File: config.mk
export PLATFORM = sky130hd
export DESIGN_NAME = seq_divider_flat
export DESIGN_NICKNAME = d
export VERILOG_FILES = /design/src/rtl/seq_divider_pkg.sv /design/src/rtl/seq_divider_if.sv /design/src/rtl/div_trial_sub.sv /design/src/rtl/seq_divider.sv /design/src/flat_wrapper.sv
export SDC_FILE = /design/constraint.sdc
export NUM_CORES = 1
export LEC_CHECK = 0
export CAP_MARGIN = 15
export CORE_MARGIN = 2
export CORE_UTILIZATION = 45
export DETAILED_ROUTE_END_ITERATION = 10
export PLACE_DENSITY = 0.76
export SLEW_MARGIN = 20
export SYNTH_ARGS = -nofsm -noshare
export SYNTH_HDL_FRONTEND = slang
export SYNTH_SLANG_ARGS = --single-unit
File: constraint.sdc
create_clock -name clk -period 7.4 [get_ports clk]
set_clock_uncertainty 0.2 [all_clocks]
set_input_delay 1.48 -clock clk [delete_from_list [all_inputs] [get_ports clk]]
set_output_delay 1.48 -clock clk [all_outputs]
set_load 0.01 [all_outputs]
File: src/rtl/seq_divider_pkg.sv
// Shared ALU definitions for the sequential divider: FSM encodings and result constants.
package seq_divider_pkg;

  typedef logic [1:0] state_t;

  localparam state_t StIdle = 2'd0;
  localparam state_t StRun  = 2'd1;
  localparam state_t StDone = 2'd2;

  // Widest operand supported; the divide-by-zero quotient is sliced from this.
  localparam int unsigned MaxWidth = 64;

  // Quotient reported on divide by zero (all ones at any width).
  localparam logic [MaxWidth-1:0] DbzQuotient = '1;

endpackage

File: src/rtl/seq_divider_if.sv
// Start/done handshake and result bundle between the control unit and the divider.
interface seq_divider_if #(
  parameter int unsigned WIDTH = 16
);

  logic             start;
  logic [WIDTH-1:0] dividend;
  logic [WIDTH-1:0] divisor;
  logic             busy;
  logic             done;
  logic [WIDTH-1:0] quotient;
  logic [WIDTH-1:0] remainder;
  logic             div_by_zero;

  modport master (
    output start, dividend, divisor,
    input  busy, done, quotient, remainder, div_by_zero
  );

  modport slave (
    input  start, dividend, divisor,
    output busy, done, quotient, remainder, div_by_zero
  );

endinterface

File: src/rtl/div_trial_sub.sv
// Trial subtractor a - b computed as a + ~b + 1 in generate/propagate carry form.
module div_trial_sub #(
  parameter int unsigned WIDTH = 17
) (
  input  logic [WIDTH-1:0] a_i,
  input  logic [WIDTH-1:0] b_i,
  output logic [WIDTH-1:0] diff_o,
  output logic             borrow_o
);

  logic [WIDTH-1:0] nb;
  logic [WIDTH-1:0] gen;
  logic [WIDTH-1:0] prop;
  logic [WIDTH:0]   carry;

  // Lookahead carries: carry-in of 1 supplies the +1 of the two's complement.
  always_comb begin
    nb       = ~b_i;
    gen      = a_i & nb;
    prop     = a_i ^ nb;
    carry    = '0;
    carry[0] = 1'b1;
    for (int i = 0; i < int'(WIDTH); i++) begin
      carry[i+1] = gen[i] | (prop[i] & carry[i]);
    end
  end

  assign diff_o   = prop ^ carry[WIDTH-1:0];
  // No carry-out means a < b.
  assign borrow_o = ~carry[WIDTH];

endmodule

File: src/rtl/seq_divider.sv
// Iterative unsigned restoring divider: one quotient bit per cycle, MSB first.
module seq_divider
  import seq_divider_pkg::*;
#(
  parameter int unsigned WIDTH = 16
) (
  input  logic        clk,
  input  logic        rst_n,
  seq_divider_if.slave div_io
);

  localparam int unsigned CntW = $clog2(WIDTH + 1);
  localparam logic [CntW-1:0] LastCnt = CntW'(WIDTH - 1);

  state_t           state_q, state_d;
  logic [CntW-1:0]  cnt_q, cnt_d;
  logic [WIDTH-1:0] q_q, q_d;
  // Upper bit of the partial remainder is always 0 after an iteration, so only
  // WIDTH bits are stored; the WIDTH+1-bit value exists only in the shift below.
  logic [WIDTH-1:0] r_q, r_d;
  logic [WIDTH-1:0] dvs_q, dvs_d;
  logic             dbz_q, dbz_d;

  logic [WIDTH:0]   r_shift;
  logic [WIDTH:0]   trial_diff;
  logic             trial_borrow;
  logic             unused_diff_msb;

  assign r_shift = {r_q, q_q[WIDTH-1]};

  div_trial_sub #(
    .WIDTH(WIDTH + 1)
  ) u_trial_sub (
    .a_i     (r_shift),
    .b_i     ({1'b0, dvs_q}),
    .diff_o  (trial_diff),
    .borrow_o(trial_borrow)
  );

  assign unused_diff_msb = trial_diff[WIDTH];

  // Next-state: accept from IDLE or DONE, iterate in RUN.
  always_comb begin
    state_d = state_q;
    cnt_d   = cnt_q;
    q_d     = q_q;
    r_d     = r_q;
    dvs_d   = dvs_q;
    dbz_d   = dbz_q;
    case (state_q)
      StIdle, StDone: begin
        state_d = StIdle;
        if (div_io.start) begin
          cnt_d = '0;
          dvs_d = div_io.divisor;
          if (div_io.divisor == '0) begin
            state_d = StDone;
            q_d     = DbzQuotient[WIDTH-1:0];
            r_d     = div_io.dividend;
            dbz_d   = 1'b1;
          end else begin
            state_d = StRun;
            q_d     = div_io.dividend;
            r_d     = '0;
            dbz_d   = 1'b0;
          end
        end
      end
      StRun: begin
        cnt_d = cnt_q + CntW'(1);
        r_d   = trial_borrow ? r_shift[WIDTH-1:0] : trial_diff[WIDTH-1:0];
        q_d   = {q_q[WIDTH-2:0], ~trial_borrow};
        if (cnt_q == LastCnt) begin
          state_d = StDone;
          cnt_d   = '0;
        end
      end
      default: state_d = StIdle;
    endcase
  end

  // State and datapath registers.
  always_ff @(posedge clk or negedge rst_n) begin
    if (!rst_n) begin
      state_q <= StIdle;
      cnt_q   <= '0;
      q_q     <= '0;
      r_q     <= '0;
      dvs_q   <= '0;
      dbz_q   <= 1'b0;
    end else begin
      state_q <= state_d;
      cnt_q   <= cnt_d;
      q_q     <= q_d;
      r_q     <= r_d;
      dvs_q   <= dvs_d;
      dbz_q   <= dbz_d;
    end
  end

  assign div_io.busy        = (state_q == StRun);
  assign div_io.done        = (state_q == StDone);
  assign div_io.quotient    = q_q;
  assign div_io.remainder   = r_q;
  assign div_io.div_by_zero = dbz_q;

endmodule

File: src/flat_wrapper.sv
// flat-port wrapper written by rule: the top's interface ports become plain ports
module seq_divider_flat import seq_divider_pkg::*;
#(
  parameter int unsigned WIDTH = 16
)
  (clk, rst_n, div_io_start, div_io_dividend, div_io_divisor, div_io_busy, div_io_done, div_io_quotient, div_io_remainder, div_io_div_by_zero);
  seq_divider_if #(.WIDTH(WIDTH)) div_io_i ();
  input  logic clk;
  input  logic rst_n;
  input wire logic [$bits(div_io_i.start)-1:0] div_io_start;
  input wire logic [$bits(div_io_i.dividend)-1:0] div_io_dividend;
  input wire logic [$bits(div_io_i.divisor)-1:0] div_io_divisor;
  output wire logic [$bits(div_io_i.busy)-1:0] div_io_busy;
  output wire logic [$bits(div_io_i.done)-1:0] div_io_done;
  output wire logic [$bits(div_io_i.quotient)-1:0] div_io_quotient;
  output wire logic [$bits(div_io_i.remainder)-1:0] div_io_remainder;
  output wire logic [$bits(div_io_i.div_by_zero)-1:0] div_io_div_by_zero;
  assign div_io_i.start = div_io_start;
  assign div_io_i.dividend = div_io_dividend;
  assign div_io_i.divisor = div_io_divisor;
  assign div_io_busy = div_io_i.busy;
  assign div_io_done = div_io_i.done;
  assign div_io_quotient = div_io_i.quotient;
  assign div_io_remainder = div_io_i.remainder;
  assign div_io_div_by_zero = div_io_i.div_by_zero;
  seq_divider #(.WIDTH(WIDTH)) u_core (.clk(clk), .rst_n(rst_n), .div_io(div_io_i));
endmodule
# Word level (Yosys, flattened, before mapping)
# Index checks and enable logic that the tools add are counted.
# Widths: inputs -> output; s select.
totals:
  regBits: 56
  output_inout_bits: 35
  inputBits: 35
  word_cells: 70
op_classes:
  bitwise_logic: 37
  add_sub_neg: 1
  muxes: 15
  eq_ne: 5
  reduce_logical: 6
ops:
  columns: ["op", "count"]
  rows:
  - ["$mux 16", 5]
  - ["$pmux 16 s2", 2]
  - ["$and 17x17->17", 1]
  - ["$not 16->17", 1]
  - ["$or 1x1->1", 17]
  - ["$xor 17x17->17", 1]
  - ["$and 1x1->1", 16]
  - ["$logic_not 16->1", 1]
  - ["$xor 16x16->16", 1]
  - ["$mux 5", 2]
  - ["$pmux 5 s2", 1]
  - ["$mux 2", 3]
  - ["$add 5x1->5 const B", 1]
  - ["$eq 5x4->1 const B", 1]
  - ["$pmux 2 s2", 1]
  - ["$reduce_and 2->1", 2]
  - ["$eq 2x1->1 const B", 1]
  - ["$eq 2x2->1 const B", 1]
  - ["$logic_not 2->1", 1]
  - ["$ne 2x1->1 const B", 1]
  - ["$ne 2x2->1 const B", 1]
  - ["$reduce_bool 2->1", 1]
  - ["$reduce_or 2->1", 1]
  - ["$mux 1", 1]

# Longest topological paths before layout
# Gate-level depths: netlist of run 1.
depth:
  depth_word: 37
  mapped_depth: 24
  mapped_depth_nobuf: 22

# Cells and area by module
# A second synthesis of run 1 with hierarchy kept.
unflattened:
  hier_cells: 307
  area_unflattened_um2: 3059.2
modules_own_cells:
  columns: ["module", "cells_per_inst", "n_inst", "area_per_inst_um2", "seq_area_each_um2"]
  rows:
  - ["seq_divider", 256, 1, 2598.7, 1401.3]
  - ["div_trial_sub", 51, 1, 460.4, 0.0]

# Least setup slack after synthesis of run 1
# OpenSTA, ideal clock, no wires.
synth_timing:
  path_kind: "reg2reg"
  start: "reg u_core.q_q[15] (netlist: u_core.div_io.quotient[15])"
  end: "reg u_core.r_q[15] (netlist: u_core.div_io.remainder[15])"
  setup_time_ps: 124
  period_less_slack_ps: 7837
  t_required_ps: 7076
  path_slack_ps: -437
  t_arrival_ps: 7513
  path_buffers: 0
  path_stages_with_launch: 22
  cell_sequence: "dfrtp_1 -> inv_1 -> ha_1 -> fa_1 -> fa_1 -> fa_1 -> fa_1 -> fa_1 -> fa_1 -> fa_1 -> fa_1 -> fa_1 -> fa_1 -> fa_1 -> fa_1 -> fa_1 -> fa_1 -> inv_1 -> fa_1 -> a22oi_1 -> nor2_1 -> a211o_2"
synth_between:
  elab_chain_cells: 36
  word_cells_on_any_way: 38
  classes_between: "mux (2); bitwise (36)"
synth_rtl:
  columns: ["item", "line_no", "rtl"]
  rows:
  - ["start, declared", "seq_divider.sv:17", "logic [WIDTH-1:0] q_q, q_d;"]
  - ["start signal, assigned", "seq_divider.sv:94", "q_q <= q_d;"]
  - ["$and 17x17->17 / $xor 17x17->17 (equally long branches)", "div_trial_sub.sv:19, div_trial_sub.sv:20", null]
  - ["$or 1x1->1 (*)", "div_trial_sub.sv:24", "carry[i+1] = gen[i] | (prop[i] & carry[i]);"]
  - ["$and 1x1->1 (*)", "div_trial_sub.sv:24", null]
  - ["$or 1x1->1 (*)", "div_trial_sub.sv:24", null]
  - ["$and 1x1->1 (*)", "div_trial_sub.sv:24", null]
  - ["$or 1x1->1 (*)", "div_trial_sub.sv:24", null]
  - ["$and 1x1->1 (*)", "div_trial_sub.sv:24", null]
  - ["$or 1x1->1 (*)", "div_trial_sub.sv:24", null]
  - ["(+20 left out)", null, null]
  - ["$and 1x1->1 (*)", "div_trial_sub.sv:24", null]
  - ["$or 1x1->1 (*)", "div_trial_sub.sv:24", null]
  - ["$and 1x1->1", "div_trial_sub.sv:24", null]
  - ["$or 1x1->1", "div_trial_sub.sv:24", null]
  - ["$and 1x1->1", "div_trial_sub.sv:24", null]
  - ["$or 1x1->1", "div_trial_sub.sv:24", null]
  - ["$mux 16 (*)", "seq_divider.sv:71", "r_d = trial_borrow ? r_shift[WIDTH-1:0] : trial_diff[WIDTH-1:0];"]
  - ["$pmux 16 s2 (*)", "seq_divider.sv:50", "case (state_q)"]
  - ["end signal, assigned", "seq_divider.sv:95", "r_q <= r_d;"]
  - ["end, declared", "seq_divider.sv:20", "logic [WIDTH-1:0] r_q, r_d;"]
# Every way passes the cells marked *; elsewhere a longest branch is shown, timed or not.
# A chain may end at the register's enable or synchronous reset.

# Worst setup path in the final report of run 1
# Ends and elaborated chain as after synthesis.

==> results of run 1 <==
power by group:
part	switching, mW	internal, mW
Combinational	0.539	0.557
Clock	0.107	0.0675
Sequential	0.137	0.452
cell type report:
class                           instances  area, sq um
Clock buffer                            5         68.8
Clock inverter                          3         21.3
Fill cell                             515         2510
Inverter                               18         67.6
Multi-Input combinational cell        199         1400
Sequential cell                        56         1400
Tap cell                               77         96.3
Timing Repair Buffer                   80          776
layout by cell type (no fill, tap or decap), types with 3 or more instances in the layout:
cell | Yosys | final
a22oi_1 | 16 | 15
inv_2 | 1 | 3
clkdlybuf4s50_1 | 0 | 68
nor2_1 | 21 | 21
o21ai_0 | 20 | 20
a221o_1 | 12 | 12
a211oi_1 | 15 | 15
fa_2 | 0 | 14
a221o_2 | 3 | 3
clkbuf_8 | 0 | 5
buf_4 | 2 | 9
inv_1 | 17 | 15
nor4_2 | 3 | 3
nand2_1 | 71 | 71
dfrtp_1 | 56 | 56
state kept, by name, indices dropped and copies added, names as in the netlist:
signal / count
u_core.div_io.quotient: 16
u_core.div_io.remainder: 16
u_core.dvs_q: 16
u_core.cnt_q: 5
u_core.state_q: 2
u_core.div_io.div_by_zero: 1
repair_timing:
action                     in CTS  in global routing
setup endpoints to repair      16                 16
pin swaps                       1                  1
gates resized for setup         4                  7
setup buffers                   0                  2
synthesized netlist by cell type, drive strengths merged:
cell type	instances
nand2	71
dfrtp	56
nor2	23
o21ai	20
inv	18
a22oi	16
buf	16
a211oi	15
a221o	15
fa	15
clkbuf	4
nor4	4
ha	2
nand2b	2
nand3	2
nor2b	2
a211o	1
a21boi	1
a22o	1
a31oi	1
a41oi	1
and2	1
and4	1
nand4b	1
nor3	1
o211ai	1
o22ai	1
or2	1
through the flow:
| stage | cell area (sq um) | utilization, % |
|---|---|---|
| 3_3_place_gp | 3700 | 58.3 |
| 6_report | 3830 | 60.4 |
| 3_5_place_dp | 3700 | 58.3 |
| 2_1_floorplan | 2970 | - |
| 5_1_grt | 3830 | 60.4 |
| 4_1_cts | 3800 | 59.9 |
worst reg2reg max path, delay by kind of cell, from the launching register on:
kind / cells / cell delay (ns)
buffers and inverters: 2 / 0.10
DFF: 1 / 0.37
AOI/OAI and AO/OA: 2 / 0.52
and+or+nand+nor: 1 / 0.06
adders and majority gates: 16 / 5.87
how the worst max path moves through the flow:
| stage | from | end | slack [ns] |
|---|---|---|---|
| 3_3_place_gp | u_core.div_io.quotient[15] | u_core.div_io.remainder[15] | -0.04 |
| 4_1_cts | u_core.div_io.quotient[15] | u_core.div_io.remainder[15] | 0.003 |
| 6_report | u_core.div_io.quotient[15] | u_core.div_io.remainder[15] | 0.19 |
| 5_1_grt | u_core.div_io.quotient[15] | u_core.div_io.remainder[15] | -0.01 |
| 2_1_floorplan | u_core.div_io.quotient[15] | u_core.div_io.remainder[15] | 0.01 |
| 3_5_place_dp | u_core.div_io.quotient[15] | u_core.div_io.remainder[15] | -0.21 |
routing by layer:
| layer | global-route usage, % | up-vias |
|---|---|---|
| li1 | - | 1146 |
| met1 | 28.7 | 1236 |
| met2 | 33.5 | 82 |
| met3 | 3.99 | 14 |
| met4 | 6.06 | 0 |
| met5 | 0 | - |
logic make-up after synthesis:
group	share of synthesized area (%)
AOI/OAI and AO/OA	18.4
DFF	47.5
adders and majority gates	11.0
buffers and inverters	6.48
and+or+nand+nor	16.7
==> results by group, run 1 <==
Routing
  • Detail Route Antenna Nets: 0
  • Final wirelength: around 7000 um
  • DRT iter0 DRCs: 214
  • DRC: 0
  • Met2 routed WL: ~3500 um
  • Via count: ~2500
  • WL per Instance: around 16 um
  • Post-Route M1 WL: 3090 um
  • DR top layer: met4
  • DR pass1 iterations: 4
  • Via density: roughly 5.7
  • Met3 WL: approximately 440 um

Power
  • Total power: roughly 1.9 mW
  • VDD IR max: 0.242 mV
  • Leakage Power: between 1.5 and 2 nW
  • Pwr dens: about 490 nW/um^2

Floorplan
  • Top Ports: 70
  • Num rows: 29
  • Core area: around 6300 sq um
  • Die area: around 7200 sq um
  • Die extent in y: roughly 85 um
  • Starting density of the core: roughly 46%
  • Die X: ~85 um

Flow run
  • Max cap viols: 0

Yosys
  • Area contributors post-synth: dfrtp_1, fa_1, nand2_1, a221o_1, a22oi_1
  • Synth top area share: a little under half
  • Syn Nets: ~350
  • Syn Std Cell Area: 2950 sq um
  • Post-synth cell types: 36
  • Synthesized area per cell: between 10 and 15 sq um
  • Cell count after synthesis: around 300
  • Post-synthesis register bit count: 56
  • Leading area contributor after synthesis: dfrtp_1
  • Synth warn: 0
  • Post-synthesis sequential area ratio: between 40% and 50%

Worst hold path
  • Worst Hold Depth: 2
  • HP Class: flop to flop
  • WHS Endpoint: u_core.div_io.div_by_zero
  • Worst Hold Launch: u_core.div_io.div_by_zero

STA
  • RSZ-0062 raised after global routing: yes
  • Max frequency: 139 MHz
  • TNS Setup: 0 ns
  • Final critical-path share of the clock period: between 90% and 100%
  • Worst slew pin tran: 0.912 ns
  • Minimum clock period: around 7.2 ns
  • Endpoints failing setup: 0
  • Slew HR: about two fifths
  • Fin Hold WS: approximately 0.29 ns
  • Final hold vios: 0
  • Final count of pins violating max slew: 0
  • Final worst slack: a little under 0.2 ns

Setup path
  • Stages on worst setup path: 21
  • Max FO, Critical Path: 2
  • Most used cell, CP: fa_2
  • Setup CP Type: flop to flop
  • Reg2reg setup slack: 0.19 ns
  • Worst EP required: ~7.4 ns
  • Reg2reg end: u_core.div_io.remainder[15]
  • Slowest cell on crit path: fa_1
  • Crit end category: flop
  • R2r startpoint: u_core.div_io.quotient[15]
  • Chain of cells forming the critical path: inv_2 > ha_2 > fa_2 > fa_2 > fa_2 > fa_2 > fa_2 > fa_2 > fa_2 > fa_2 > fa_2 > fa_2 > fa_2 > fa_2 > fa_2 > fa_2 > inv_2 > fa_1 > a22oi_2 > nor2_1 > a211o_2
  • Worst Path Buf+Inv: 2
  • Cell family with most CP delay: adder cells
  • Cells on worst reg2reg path: 21
  • Startpoint types: flop
  • Max incr delay on CP: roughly 0.44 ns
  • Worst EP arrival: slightly above 7 ns

GRT
  • Largest net degree at the start of global routing: between 50 and 60
  • Initial antenna violation count: 0
  • Vias in the first global route: 2406
  • First-pass GRT wire length: between 10000 and 15000 um
  • Total gr overflow: 0
  • Tot GR Track Use: about a fifth

Placed design
  • Post-DP HPWL: roughly 5200 um
  • Placed Instances: 428
  • Number of port buffers: around 70
  • Dpl ws: -0.206 ns
  • GPL Wtd Cong: around 0.86

Clock network
  • Deepest clock path buffer count: 2
  • Root buffer cell: clkbuf_8
  • Total CTS buffers: 5
  • Hold Buf Count CTS: 0
  • Clock transition at the registers of the reported paths: ~0.11 ns
  • CTS tree: yes
  • Worst-skew pair later-pin latency: approximately 0.32 ns
  • CTS HTree Levels: 2
  • Clock Sinks: 56

Outcome
  • Status: complete, no violations

Layout
  • Layout area overhead: 29.9%
  • Number of non-filler instances in the completed layout: ~440
  • Fin nets: slightly above 400
  • N_diodes: 0
  • Layout cells sized above 1: 13.9%
No activity file was read; power rests on OpenSTA's default activity.
==> inputs of run 2 (changes only) <==
--- a/config.mk
+++ b/config.mk
@@ -10,7 +10,6 @@
 export CORE_UTILIZATION = 45
 export DETAILED_ROUTE_END_ITERATION = 10
 export PLACE_DENSITY = 0.76
-export SLEW_MARGIN = 20
 export SYNTH_ARGS = -nofsm -noshare
 export SYNTH_HDL_FRONTEND = slang
 export SYNTH_SLANG_ARGS = --single-unit
==> constraint.sdc (replaced) <==
create_clock -name clk -period 7.4 [get_ports clk]
set_clock_uncertainty 0.2 [all_clocks]
set_input_delay 1.85 -clock clk [delete_from_list [all_inputs] [get_ports clk]]
set_output_delay 1.85 -clock clk [all_outputs]
set_load 0.01 [all_outputs]
==> results of run 2 <==
The final DEF is identical to that of run 1. Status: complete, no violations.
